File: config.mk
export PLATFORM = sky130hd
export DESIGN_NAME = pe_result_compactor_flat
export DESIGN_NICKNAME = d
export VERILOG_FILES = /design/src/rtl/pe_result_compactor_if.sv /design/src/rtl/pe_result_compactor.sv /design/src/flat_wrapper.sv
export SDC_FILE = /design/constraint.sdc
export NUM_CORES = 2
export LEC_CHECK = 0
export CAP_MARGIN = 10
export CORE_MARGIN = 1
export CORE_UTILIZATION = 45
export CTS_BUF_LIST = sky130_fd_sc_hd__clkbuf_16
export CTS_CLUSTER_SIZE = 14
export DETAILED_ROUTE_END_ITERATION = 7
export GPL_TIMING_DRIVEN = 0
export SYNTH_ARGS = -nofsm -noshare
export SYNTH_HDL_FRONTEND = slang
export SYNTH_SLANG_ARGS = --single-unit
File: constraint.sdc
create_clock -name clk -period 19.9 [get_ports clk]
set_clock_uncertainty 0.15 [all_clocks]
set_input_delay 3.98 -clock clk [delete_from_list [all_inputs] [get_ports clk]]
set_output_delay 3.98 -clock clk [all_outputs]
set_load 0.05 [all_outputs]
File: src/rtl/pe_result_compactor_if.sv
// Bundles the sparsity-engine beat inputs, the packed-word output stream
// and the status/counter outputs of pe_result_compactor.
//   slave  : the compactor side (consumes beats, drives the stream).
//   master : the environment side (drives beats/flush/out_ready).
// Signals:
//   pe_data/pe_enable/pe_valid : upstream beat (no backpressure)
//   flush                      : request to emit the partial residual word
//   out_data/out_count/out_last/out_valid/out_ready : packed-word stream
//   flush_done, overflow, fifo_level, beat_count, lane_count, drop_count : status
interface pe_result_compactor_if #(
    parameter int DATA_WIDTH = 8,
    parameter int PE_COUNT   = 8,
    parameter int OUT_LANES  = 8,
    parameter int FIFO_DEPTH = 4
);
    localparam int CW = $clog2(OUT_LANES + 1);
    localparam int LW = $clog2(FIFO_DEPTH + 1);

    logic [PE_COUNT*DATA_WIDTH-1:0]  pe_data;
    logic [PE_COUNT-1:0]             pe_enable;
    logic                            pe_valid;
    logic                            flush;
    logic [OUT_LANES*DATA_WIDTH-1:0] out_data;
    logic [CW-1:0]                   out_count;
    logic                            out_last;
    logic                            out_valid;
    logic                            out_ready;
    logic                            flush_done;
    logic                            overflow;
    logic [LW-1:0]                   fifo_level;
    logic [15:0]                     beat_count;
    logic [15:0]                     lane_count;
    logic [15:0]                     drop_count;

    modport slave (
        input  pe_data, pe_enable, pe_valid, flush, out_ready,
        output out_data, out_count, out_last, out_valid, flush_done,
               overflow, fifo_level, beat_count, lane_count, drop_count
    );

    modport master (
        output pe_data, pe_enable, pe_valid, flush, out_ready,
        input  out_data, out_count, out_last, out_valid, flush_done,
               overflow, fifo_level, beat_count, lane_count, drop_count
    );
endinterface

File: src/rtl/pe_result_compactor.sv
// Packs the enabled PE lanes of each beat (ascending lane order) into dense
// OUT_LANES-wide words, buffers them in a small FIFO and presents them on a
// valid/ready stream. A flush emits the partial residual as a short word
// marked last. Beats that would need a push into a full, non-popping FIFO
// are dropped whole, counted, and latch a sticky overflow flag.
// Ports:
//   clk   : clock
//   reset : asynchronous active-high reset, clears all state
//   bus   : pe_result_compactor_if.slave (beats, flush, stream, status)
module pe_result_compactor #(
    parameter int DATA_WIDTH = 8,
    parameter int PE_COUNT   = 8,
    parameter int OUT_LANES  = 8,
    parameter int FIFO_DEPTH = 4
) (
    input  logic clk,
    input  logic reset,
    pe_result_compactor_if.slave bus
);
    localparam int CW = $clog2(OUT_LANES + 1);
    localparam int LW = $clog2(FIFO_DEPTH + 1);
    localparam int PW = $clog2(FIFO_DEPTH);
    localparam int IW = $clog2(2 * OUT_LANES);
    localparam int WW = OUT_LANES * DATA_WIDTH;

    typedef enum logic {IDLE, FLUSH_WAIT} state_t;
    state_t r_state, w_state_next;

    // Residual staging: at most OUT_LANES-1 elements survive a beat.
    logic [DATA_WIDTH-1:0] r_stage [OUT_LANES-1];
    logic [CW-1:0]         r_res_cnt;

    logic [WW-1:0]  r_fifo_data [FIFO_DEPTH];
    logic [CW-1:0]  r_fifo_cnt  [FIFO_DEPTH];
    logic           r_fifo_last [FIFO_DEPTH];
    logic [PW-1:0]  r_wr_ptr, r_rd_ptr;
    logic [LW-1:0]  r_level;

    logic           r_overflow, r_flush_done;
    logic [15:0]    r_beat_cnt, r_lane_cnt, r_drop_cnt;

    // Residual followed by this beat's enabled lanes; unused slots are zero
    // so a partial flush word naturally has zeroed upper lanes.
    logic [DATA_WIDTH-1:0] w_comb [2*OUT_LANES];
    logic [CW-1:0]  w_k;
    logic [CW:0]    w_total;
    logic           w_need_push, w_pop, w_can_push, w_drop, w_accept;
    logic           w_exec, w_flush_push, w_push;
    logic [WW-1:0]  w_push_data;
    logic [CW-1:0]  w_push_cnt;

    always_comb begin : merge
        logic [IW-1:0] idx;
        w_k = '0;
        for (int i = 0; i < 2*OUT_LANES; i++) w_comb[i] = '0;
        for (int i = 0; i < OUT_LANES-1; i++)
            if (CW'(i) < r_res_cnt) w_comb[i] = r_stage[i];
        idx = IW'(r_res_cnt);
        for (int i = 0; i < PE_COUNT; i++) begin
            if (bus.pe_valid && bus.pe_enable[i]) begin
                w_comb[idx] = bus.pe_data[i*DATA_WIDTH +: DATA_WIDTH];
                idx = idx + IW'(1);
                w_k = w_k + CW'(1);
            end
        end
    end

    // w_k is already gated by pe_valid, so w_total >= OUT_LANES implies a beat.
    assign w_total     = (CW+1)'(r_res_cnt) + (CW+1)'(w_k);
    assign w_need_push = (w_total >= (CW+1)'(OUT_LANES));
    assign w_pop       = (r_level != '0) && bus.out_ready;
    assign w_can_push  = (r_level < LW'(FIFO_DEPTH)) || w_pop;
    assign w_drop      = w_need_push && !w_can_push;
    assign w_accept    = bus.pe_valid && !w_drop;
    assign w_flush_push = w_exec && (w_total != '0);
    assign w_push      = (w_need_push && w_can_push) || w_flush_push;
    // A full push and a flush push never coincide, so the count selects on need.
    assign w_push_cnt  = w_need_push ? CW'(OUT_LANES) : w_total[CW-1:0];

    generate
        for (genvar gi = 0; gi < OUT_LANES; gi++) begin : g_pack
            assign w_push_data[gi*DATA_WIDTH +: DATA_WIDTH] = w_comb[gi];
        end
    endgenerate

    always_ff @(posedge clk or posedge reset) begin
        if (reset) r_state <= IDLE;
        else       r_state <= w_state_next;
    end

    // A flush executes only in a cycle without a full-word push and with room;
    // a flush request seen while already waiting is absorbed into the wait.
    always_comb begin
        w_state_next = r_state;
        w_exec       = 1'b0;
        case (r_state)
            IDLE:       if (bus.flush) w_state_next = FLUSH_WAIT;
            FLUSH_WAIT: if (!w_need_push && w_can_push) begin
                            w_exec       = 1'b1;
                            w_state_next = IDLE;
                        end
            default:    w_state_next = IDLE;
        endcase
    end

    always_ff @(posedge clk or posedge reset) begin
        if (reset) begin
            r_res_cnt <= '0;
            for (int i = 0; i < OUT_LANES-1; i++) r_stage[i] <= '0;
            for (int i = 0; i < FIFO_DEPTH; i++) begin
                r_fifo_data[i] <= '0;
                r_fifo_cnt[i]  <= '0;
                r_fifo_last[i] <= 1'b0;
            end
            r_wr_ptr     <= '0;
            r_rd_ptr     <= '0;
            r_level      <= '0;
            r_overflow   <= 1'b0;
            r_flush_done <= 1'b0;
            r_beat_cnt   <= '0;
            r_lane_cnt   <= '0;
            r_drop_cnt   <= '0;
        end else begin
            if (w_accept && w_need_push) begin
                for (int i = 0; i < OUT_LANES-1; i++) r_stage[i] <= w_comb[i+OUT_LANES];
                r_res_cnt <= CW'(w_total - (CW+1)'(OUT_LANES));
            end else if (w_exec) begin
                // The flush word consumed everything, including any same-cycle beat.
                for (int i = 0; i < OUT_LANES-1; i++) r_stage[i] <= '0;
                r_res_cnt <= '0;
            end else if (w_accept) begin
                for (int i = 0; i < OUT_LANES-1; i++) r_stage[i] <= w_comb[i];
                r_res_cnt <= w_total[CW-1:0];
            end

            if (w_push) begin
                r_fifo_data[r_wr_ptr] <= w_push_data;
                r_fifo_cnt[r_wr_ptr]  <= w_push_cnt;
                r_fifo_last[r_wr_ptr] <= !w_need_push;
                r_wr_ptr              <= r_wr_ptr + PW'(1);
            end
            if (w_pop) r_rd_ptr <= r_rd_ptr + PW'(1);
            r_level <= r_level + LW'(w_push) - LW'(w_pop);

            if (w_accept) begin
                r_beat_cnt <= r_beat_cnt + 16'd1;
                r_lane_cnt <= r_lane_cnt + 16'(w_k);
            end
            if (w_drop) begin
                r_overflow <= 1'b1;
                if (r_drop_cnt != 16'hFFFF) r_drop_cnt <= r_drop_cnt + 16'd1;
            end
            r_flush_done <= w_exec;
        end
    end

    // Head fields come straight from the FIFO registers, masked to zero when empty.
    assign bus.out_valid  = (r_level != '0);
    assign bus.out_data   = bus.out_valid ? r_fifo_data[r_rd_ptr] : '0;
    assign bus.out_count  = bus.out_valid ? r_fifo_cnt[r_rd_ptr]  : '0;
    assign bus.out_last   = bus.out_valid ? r_fifo_last[r_rd_ptr] : 1'b0;
    assign bus.fifo_level = r_level;
    assign bus.flush_done = r_flush_done;
    assign bus.overflow   = r_overflow;
    assign bus.beat_count = r_beat_cnt;
    assign bus.lane_count = r_lane_cnt;
    assign bus.drop_count = r_drop_cnt;
endmodule

File: src/flat_wrapper.sv
// flat-port wrapper written by rule: the top's interface ports become plain ports
module pe_result_compactor_flat 
#(
    parameter int DATA_WIDTH = 8,
    parameter int PE_COUNT   = 8,
    parameter int OUT_LANES  = 8,
    parameter int FIFO_DEPTH = 4
)
  (clk, reset, bus_pe_data, bus_pe_enable, bus_pe_valid, bus_flush, bus_out_ready, bus_out_data, bus_out_count, bus_out_last, bus_out_valid, bus_flush_done, bus_overflow, bus_fifo_level, bus_beat_count, bus_lane_count, bus_drop_count);
  pe_result_compactor_if #(.DATA_WIDTH(DATA_WIDTH), .PE_COUNT(PE_COUNT), .OUT_LANES(OUT_LANES), .FIFO_DEPTH(FIFO_DEPTH)) bus_i ();
  input  logic clk;
  input  logic reset;
  input wire logic [$bits(bus_i.pe_data)-1:0] bus_pe_data;
  input wire logic [$bits(bus_i.pe_enable)-1:0] bus_pe_enable;
  input wire logic [$bits(bus_i.pe_valid)-1:0] bus_pe_valid;
  input wire logic [$bits(bus_i.flush)-1:0] bus_flush;
  input wire logic [$bits(bus_i.out_ready)-1:0] bus_out_ready;
  output wire logic [$bits(bus_i.out_data)-1:0] bus_out_data;
  output wire logic [$bits(bus_i.out_count)-1:0] bus_out_count;
  output wire logic [$bits(bus_i.out_last)-1:0] bus_out_last;
  output wire logic [$bits(bus_i.out_valid)-1:0] bus_out_valid;
  output wire logic [$bits(bus_i.flush_done)-1:0] bus_flush_done;
  output wire logic [$bits(bus_i.overflow)-1:0] bus_overflow;
  output wire logic [$bits(bus_i.fifo_level)-1:0] bus_fifo_level;
  output wire logic [$bits(bus_i.beat_count)-1:0] bus_beat_count;
  output wire logic [$bits(bus_i.lane_count)-1:0] bus_lane_count;
  output wire logic [$bits(bus_i.drop_count)-1:0] bus_drop_count;
  assign bus_i.pe_data = bus_pe_data;
  assign bus_i.pe_enable = bus_pe_enable;
  assign bus_i.pe_valid = bus_pe_valid;
  assign bus_i.flush = bus_flush;
  assign bus_i.out_ready = bus_out_ready;
  assign bus_out_data = bus_i.out_data;
  assign bus_out_count = bus_i.out_count;
  assign bus_out_last = bus_i.out_last;
  assign bus_out_valid = bus_i.out_valid;
  assign bus_flush_done = bus_i.flush_done;
  assign bus_overflow = bus_i.overflow;
  assign bus_fifo_level = bus_i.fifo_level;
  assign bus_beat_count = bus_i.beat_count;
  assign bus_lane_count = bus_i.lane_count;
  assign bus_drop_count = bus_i.drop_count;
  pe_result_compactor #(.DATA_WIDTH(DATA_WIDTH), .PE_COUNT(PE_COUNT), .OUT_LANES(OUT_LANES), .FIFO_DEPTH(FIFO_DEPTH)) u_core (.clk(clk), .reset(reset), .bus(bus_i));
endmodule
* After elaboration in Yosys (flattened, before gate mapping)
Cells that the tools add are included.
** Word-level totals
- Flip-flop bits (word level) :: 394
- Bits in latches :: 0
- Memory bits (writable) :: 0
- Memory bits (read-only) :: 0
- Input bits :: 77
- Memories :: 0
** Operators by class
- $add $sub $neg :: 23
- $mul :: 0
- Div/mod/pow operators :: 0
- Magnitude comparators :: 28
- Equal/unequal tests :: 1
- Shift operators :: 0
- Muxes and demuxes :: 87
- Bitwise operators :: 11
- Reduce and logical (&&, ||, !) cells :: 33
** Operator list (number)
- 128-bit bitwise mux :: 8
- 128-bit 2-to-1 mux :: 8
- 256-bit bitwise mux :: 1
- 8-bit demux with 4-bit select :: 8
- 64-bit 2-to-1 mux :: 4
- 56-bit 2-to-1 mux :: 3
- 64-bit binary-select mux with 2-bit select :: 1
- 64-bit demux with 2-bit select :: 1
- 8-bit 2-to-1 mux :: 15
- 4-bit 2-to-1 mux :: 22
- 4-bit by 1-bit adder with 4-bit output (second input constant) :: 13
- 5-bit greater-or-equal comparator (second input constant) :: 8
- 5-bit by 1-bit < comparator with 1-bit output (second input constant) :: 8
- 4-bit NOT with 5-bit output :: 8
- 16-bit by 1-bit adder with 16-bit output (second input constant) :: 2
- 1-bit logical AND :: 24
- 16-bit by 4-bit adder with 16-bit output :: 1
- 16-bit bitwise mux :: 1
- 16-bit inequality test (second input constant) :: 1
- 3-bit by 4-bit < comparator with 1-bit output (first input constant) :: 3
- 1-bit 2-to-1 mux :: 9
- 4-bit binary-select mux with 2-bit select :: 1
- 4-bit demux with 2-bit select :: 1
- 1-bit by 4-bit < comparator with 1-bit output (first input constant) :: 2
- other kinds (22) :: 30

* Longest topological paths before layout
- Word-level depth :: 26
- Depth in mapped cells :: 37
- Gate-level depth less buffers :: 31

* Least setup slack after synthesis
Ideal clock, no wire load.
- Path type :: input-to-reg
- Start point :: input bus_pe_valid
- End point :: register u_core.r_stage[24] (netlist bit)
- Library setup time :: 0.124 ns
- Data arrival time :: 10.427 ns
- Data required time :: 19.626 ns
- Path slack :: 9.199 ns
- Cell stages on the path :: 36
- Buffers on the path :: 7
- Cell sequence :: buf_2 > buf_2 > and2_1 > clkbuf_1 > buf_1 > clkbuf_1 > xnor2_1 > inv_1 > ha_1 > o32ai_2 > nor2_1 > ha_1 > nand2_1 > o31ai_1 > ha_1 > nor2_1 > nor2_1 > ha_1 > nand2_1 > nand2_1 > ha_1 > nand2_1 > o21ai_0 > nand2_1 > o21ai_1 > ha_1 > nand2_1 > xor2_1 > xnor2_1 > nand2_1 > o21ba_2 > clkbuf_1 > or3_1 > clkbuf_1 > a21oi_1 > a211o_1
** On the way
- Longest elaborated chain between the ends :: 24
- Elaborated cells between the ends (all ways) :: 107
- Those cells by class :: add/sub (14); order compare (15); mux (49); bitwise (7); reduce/logical (22)
** RTL lines
- start, declared :: line flat_wrapper.sv:15 : input wire logic [$bits(bus_i.pe_valid)-1:0] bus_pe_valid;
- 1-bit logical AND :: line pe_result_compactor.sv:60 : if (bus.pe_valid && bus.pe_enable[i]) begin
- 1-bit 2-to-1 mux or 4-bit 2-to-1 mux (tied branches) :: line pe_result_compactor.sv:60
- 1-bit by 1-bit adder with 2-bit output, or another cell as far along :: line pe_result_compactor.sv:63 : w_k = w_k + CW'(1);
- 4-bit 2-to-1 mux, or another cell as far along :: line pe_result_compactor.sv:60
- 4-bit by 1-bit adder with 4-bit output, or another cell as far along :: line pe_result_compactor.sv:63
- 4-bit 2-to-1 mux, or another cell as far along :: line pe_result_compactor.sv:60
- 4-bit by 1-bit adder with 4-bit output, or another cell as far along :: line pe_result_compactor.sv:63
- 4-bit 2-to-1 mux, or another cell as far along :: line pe_result_compactor.sv:60
- [8 not listed]
- 4-bit by 4-bit adder with 5-bit output, or another cell as far along :: line pe_result_compactor.sv:69 : assign w_total = (CW+1)'(r_res_cnt) + (CW+1)'(w_k);
- 5-bit by 4-bit greater-or-equal comparator with 1-bit output, or another cell as far along :: line pe_result_compactor.sv:70 : assign w_need_push = (w_total >= (CW+1)'(OUT_LANES));
- 1-bit zero test, or another cell as far along :: line pe_result_compactor.sv:98 : FLUSH_WAIT: if (!w_need_push && w_can_push) begin
- 1-bit logical AND or 128-bit bitwise mux (tied branches) :: line pe_result_compactor.sv:98, pe_result_compactor.sv:61
- 1-bit 2-to-1 mux or 128-bit 2-to-1 mux (tied branches) :: line pe_result_compactor.sv:98, pe_result_compactor.sv:60
- 1-bit 2-to-1 mux or 56-bit 2-to-1 mux (tied branches) :: line pe_result_compactor.sv:96, pe_result_compactor.sv:131
- 56-bit 2-to-1 mux :: line pe_result_compactor.sv:127 : end else if (w_exec) begin
- 56-bit 2-to-1 mux :: line pe_result_compactor.sv:124 : if (w_accept && w_need_push) begin
- end, declared :: line pe_result_compactor.sv:30 : logic [DATA_WIDTH-1:0] r_stage [OUT_LANES-1];
Several ways; a longest one is shown, not always the timed one. The select of a mux whose other input is x is not followed.
A chain may end at the register's enable or synchronous reset.

* Worst setup path after layout
- Start point :: input bus_pe_valid
- End point :: register u_core.r_stage[34] (netlist bit)
** On the way
- Longest elaborated chain between the ends :: 24
- Elaborated cells between the ends (all ways) :: 107
- Those cells by class :: add/sub (14); order compare (15); mux (49); bitwise (7); reduce/logical (22)
** RTL lines
- 1-bit logical AND :: line pe_result_compactor.sv:60
- 1-bit 2-to-1 mux :: line pe_result_compactor.sv:60
- 1-bit by 1-bit adder with 2-bit output :: line pe_result_compactor.sv:63
- 4-bit 2-to-1 mux :: line pe_result_compactor.sv:60
- 4-bit by 1-bit adder with 4-bit output :: line pe_result_compactor.sv:63
- 4-bit 2-to-1 mux :: line pe_result_compactor.sv:60
- 4-bit by 1-bit adder with 4-bit output :: line pe_result_compactor.sv:63
- 4-bit 2-to-1 mux :: line pe_result_compactor.sv:60
- [9 not listed]
- 5-bit by 4-bit greater-or-equal comparator with 1-bit output * :: line pe_result_compactor.sv:70
- 1-bit zero test * :: line pe_result_compactor.sv:98
- 1-bit logical AND * :: line pe_result_compactor.sv:98
- 1-bit 2-to-1 mux * :: line pe_result_compactor.sv:98
- 1-bit 2-to-1 mux * :: line pe_result_compactor.sv:96 : case (r_state)
- named net u_core.w_exec :: line pe_result_compactor.sv:48 : logic w_exec, w_flush_push, w_push;
- 56-bit 2-to-1 mux :: line pe_result_compactor.sv:127
- 56-bit 2-to-1 mux :: line pe_result_compactor.sv:124
The timed path passes the listed nets; every way through them passes the cells marked *. The select of a mux whose other input is x is not followed.

==> flow_metrics.py <==
metrics = {
    "outcome": {
        "status": "finished with violations",
        "violations": "DRC",
    },
    "power_and_ir_drop": {
        "p_sw_frac": 0.515,
        "combinationalPowerShare": 0.591,
        "ir_drop_v": 0.000115,
        "clkPwrFrac": 0.156,
        "intPower_uw": 2510,
        "pwr-share-seq": 0.253,
        "power.density_mw_per_mm2": 155,
        "power.leakage_uw": 0.0135,
        "power.switching_uw": 2660,
    },
    "setup_path": {
        "cp_top_family": "buffers and inverters",
        "r2r-start": "u_core.r_res_cnt[1]",
        "crit_slowest_cell": "nor2_1",
        "crit_buf_inv": 12,
        "crit_end": "u_core.r_stage[34]",
        "critical_path_depth": 36,
        "cp.required_ns": 20.25,
        "r2r-end": "u_core.r_fifo_data[128]",
        "critPathCaptureType": "flip-flop",
        "path_class": "input port to flip-flop",
        "max_stage_delay_ns": 0.78,
        "r2r_cells": 31,
        "worstPathMaxFanout": 10,
        "reg2reg_slack_ns": 10.26,
        "worstSetupStartpoint": "bus_pe_valid",
        "startpoint_type": "input port",
        "crit_arrival_ns": 13.97,
    },
    "finish": {
        "fill_cells": 5708,
        "seq_area_mm2": 0.00986,
        "layout-drive-gt1-share": 0.0864,
        "post-route-util": 0.527,
        "fin_area_mm2": 0.0334,
        "final_common_cell": "nand2_1",
        "multi_input_area_mm2": 0.0177,
        "area_delta_synth_final_pct": 15.2,
        "fin_nets": 3743,
        "final_cell_mix": "nand2_1, dfrtp_1, clkbuf_1, o21ai_0, a21oi_1",
    },
    "timing": {
        "setup_violations": 0,
        "tightest_slew_ns": 1.35,
        "relSlewSlack": 0.0753,
        "fin_crit_ns": 13.62,
        "slew_violations": 0,
        "hold_viol": 0,
        "post-route-period-util": 0.684,
        "finalWorstSetupSlack_ns": 6.28,
        "tns_ns": 0,
        "fmax_mhz": 73.4,
        "rsz0062_at_grt": "no",
    },
    "grt": {
        "grt_first_pass_wirelength_mm": 217,
        "track_usage": 0.461,
        "first_global_vias": 30100,
        "grt_overflow_total": 0,
        "grt_max_degree": 132,
        "antenna_found_initial": 9,
    },
    "synth": {
        "synth.area.top_cells": "dfrtp_1, nand2_1, mux4_2",
        "seq_area_frac_synth": 0.340,
        "netlist_instances": 3380,
        "synth_cell_type_count": 87,
        "ys_ff_latch": 394,
        "yosysWarnings": 0,
        "synth.largest_area_cell": "dfrtp_1",
        "synth_edf_count": 0,
        "synth_top_area_share": 0.340,
        "ys.flop_type": "dfrtp_1",
        "postSynth.asyncResetShare": 1.00,
        "syn_area_mm2": 0.0290,
        "postSynthAreaPerCell_um2": 8.59,
        "synth.net_count": 3509,
    },
    "clock_tree": {
        "post-cts-setup-buffers": 0,
        "cts_resized": 0,
        "clockBufferDepth": 3,
        "cts_buffers": 43,
        "tritoncts": "done",
        "h-tree-depth": 2,
        "cts_hold_buf": 0,
        "clk_latency_ns": 0.60,
        "ctsRootBufferMaster": "clkbuf_16",
        "clock_sinks": 394,
        "clk_pin_slew_ns": 0.07,
    },
    "routing": {
        "drtPass1Iterations": 8,
        "num_vias": 31500,
        "drt_iter0_markers": 5238,
        "wl_mm": 154,
        "detail-route-antenna-nets": 0,
        "wire_per_inst_um": 34.3,
        "via_per_inst": 7.00,
        "drc_errors": 6,
    },
    "floorplanning": {
        "start_util": 0.458,
        "fp.dieW_um": 256,
        "die_h_um": 256,
        "rows": 92,
        "ios": 200,
        "core_mm2": 0.0634,
        "die_area_mm2": 0.0655,
    },
    "placed_design": {
        "gp_congestion": 1.11,
        "pre_cts_ws_ns": 6.15,
        "dp_hpwl_mm": 118,
        "portBuffers": 180,
        "placed_area_mm2": 0.0320,
    },
    "hold_path": {
        "hp-class": "flip-flop to flip-flop",
    },
    "flow_run": {
        "drv_cap": 0,
    },
}
==> how the worst min path moves through the flow <==
stage,from,slack (ns),to,cells after the start
2_1_floorplan,u_core.r_fifo_cnt[4],0.29,u_core.r_fifo_cnt[4],2
3_3_place_gp,u_core.bus.overflow,0.30,u_core.bus.overflow,1
3_5_place_dp,u_core.bus.overflow,0.30,u_core.bus.overflow,1
4_1_cts,u_core.bus.overflow,0.33,u_core.bus.overflow,1
5_1_grt,u_core.r_fifo_data[99],0.34,u_core.r_fifo_data[99],2
6_report,u_core.bus.overflow,0.32,u_core.bus.overflow,1
==> final cells by class <==
| class | instances | share of cell area |
|---|---|---|
| Clock buffer | 43 | 0.0322 |
| Antenna cell | 6 | 0.000449 |
| Sequential cell | 394 | 0.295 |
| Multi-Input combinational cell | 2609 | 0.530 |
| Buffer | 300 | 0.0353 |
| Tap cell | 846 | 0.0317 |
| Clock inverter | 34 | 0.00899 |
| Inverter | 77 | 0.00887 |
| Timing Repair Buffer | 189 | 0.0579 |
==> kinds of logic after synthesis <==
| family | share of synthesized area |
|---|---|
| AO/OA/AOI/OAI | 0.245 |
| XOR/XNOR | 0.0399 |
| adder cells (fa/ha/maj) | 0.0235 |
| buffers and inverters | 0.0507 |
| flip-flops | 0.340 |
| multiplexers | 0.118 |
| AND/OR/NAND/NOR | 0.183 |
==> registers in the layout, summed over array words and instances, names as in the netlist, 3 cells and up <==
name                   count
u_core.r_stage            56
u_core.bus.lane_count     16
u_core.bus.fifo_level      3
u_core.r_fifo_data       256
u_core.r_res_cnt           4
u_core.bus.drop_count     16
u_core.r_fifo_cnt         16
u_core.r_fifo_last         4
u_core.bus.beat_count     16
==> through the flow <==
stage / hold slack (ns) / power (uW) / std cells
finish: 0.317 / 5170 / 4498
global route: 0.340 / 5320 / 4493
CTS: 0.327 / 5060 / 4492
detailed placement: 0.301 / 4240 / 4415
global placement: 0.301 / 4130 / 4406
floorplan: 0.295 / 3080 / 3380
==> power by group through the flow <==
stage	Sequential [uW]	Clock [uW]	Combinational [uW]
5_1_grt	1320	836	3170
6_report	1310	807	3060
3_3_place_gp	1270	0	2860
2_1_floorplan	1270	0	1810
3_5_place_dp	1300	0	2940
4_1_cts	1290	806	2960
==> worst reg2reg max path: cells and delay by family, from the launching register on <==
family	cells	cell delay, ns
compound gates	9	3.26
fa+ha+maj	7	2.37
buf+inv	4	1.74
flops	1	0.65
simple gates	11	1.32
==> cell usage after synthesis (all sizes together), types with 25 or more instances <==
cell and instances:
buf 57, mux2i 65, a211oi 70, nor3 122, a211o 26, o22ai 58, inv 77, mux4 69
a222oi 30, and2 105, a21oi 213, o21ai 259, or3 27, nand2 517, o31ai 25, o211ai 202
xnor2 73, and3 26, nand3 63, mux2 109, ha 49, dfrtp 394, nor2 189, clkbuf 243
==> layer usage <==
metal / share of wire / track usage / routed length, um / vias up
met5: 0.00027 / 0 / 41 / -
met4: 0.059 / 0.228 / 9180 / 2
met3: 0.13 / 0.153 / 20300 / 470
met2: 0.42 / 0.687 / 65600 / 2367
met1: 0.38 / 0.597 / 59300 / 15700
li1: - / - / - / 12900
Note: power is estimated with default switching activity, not from simulation.
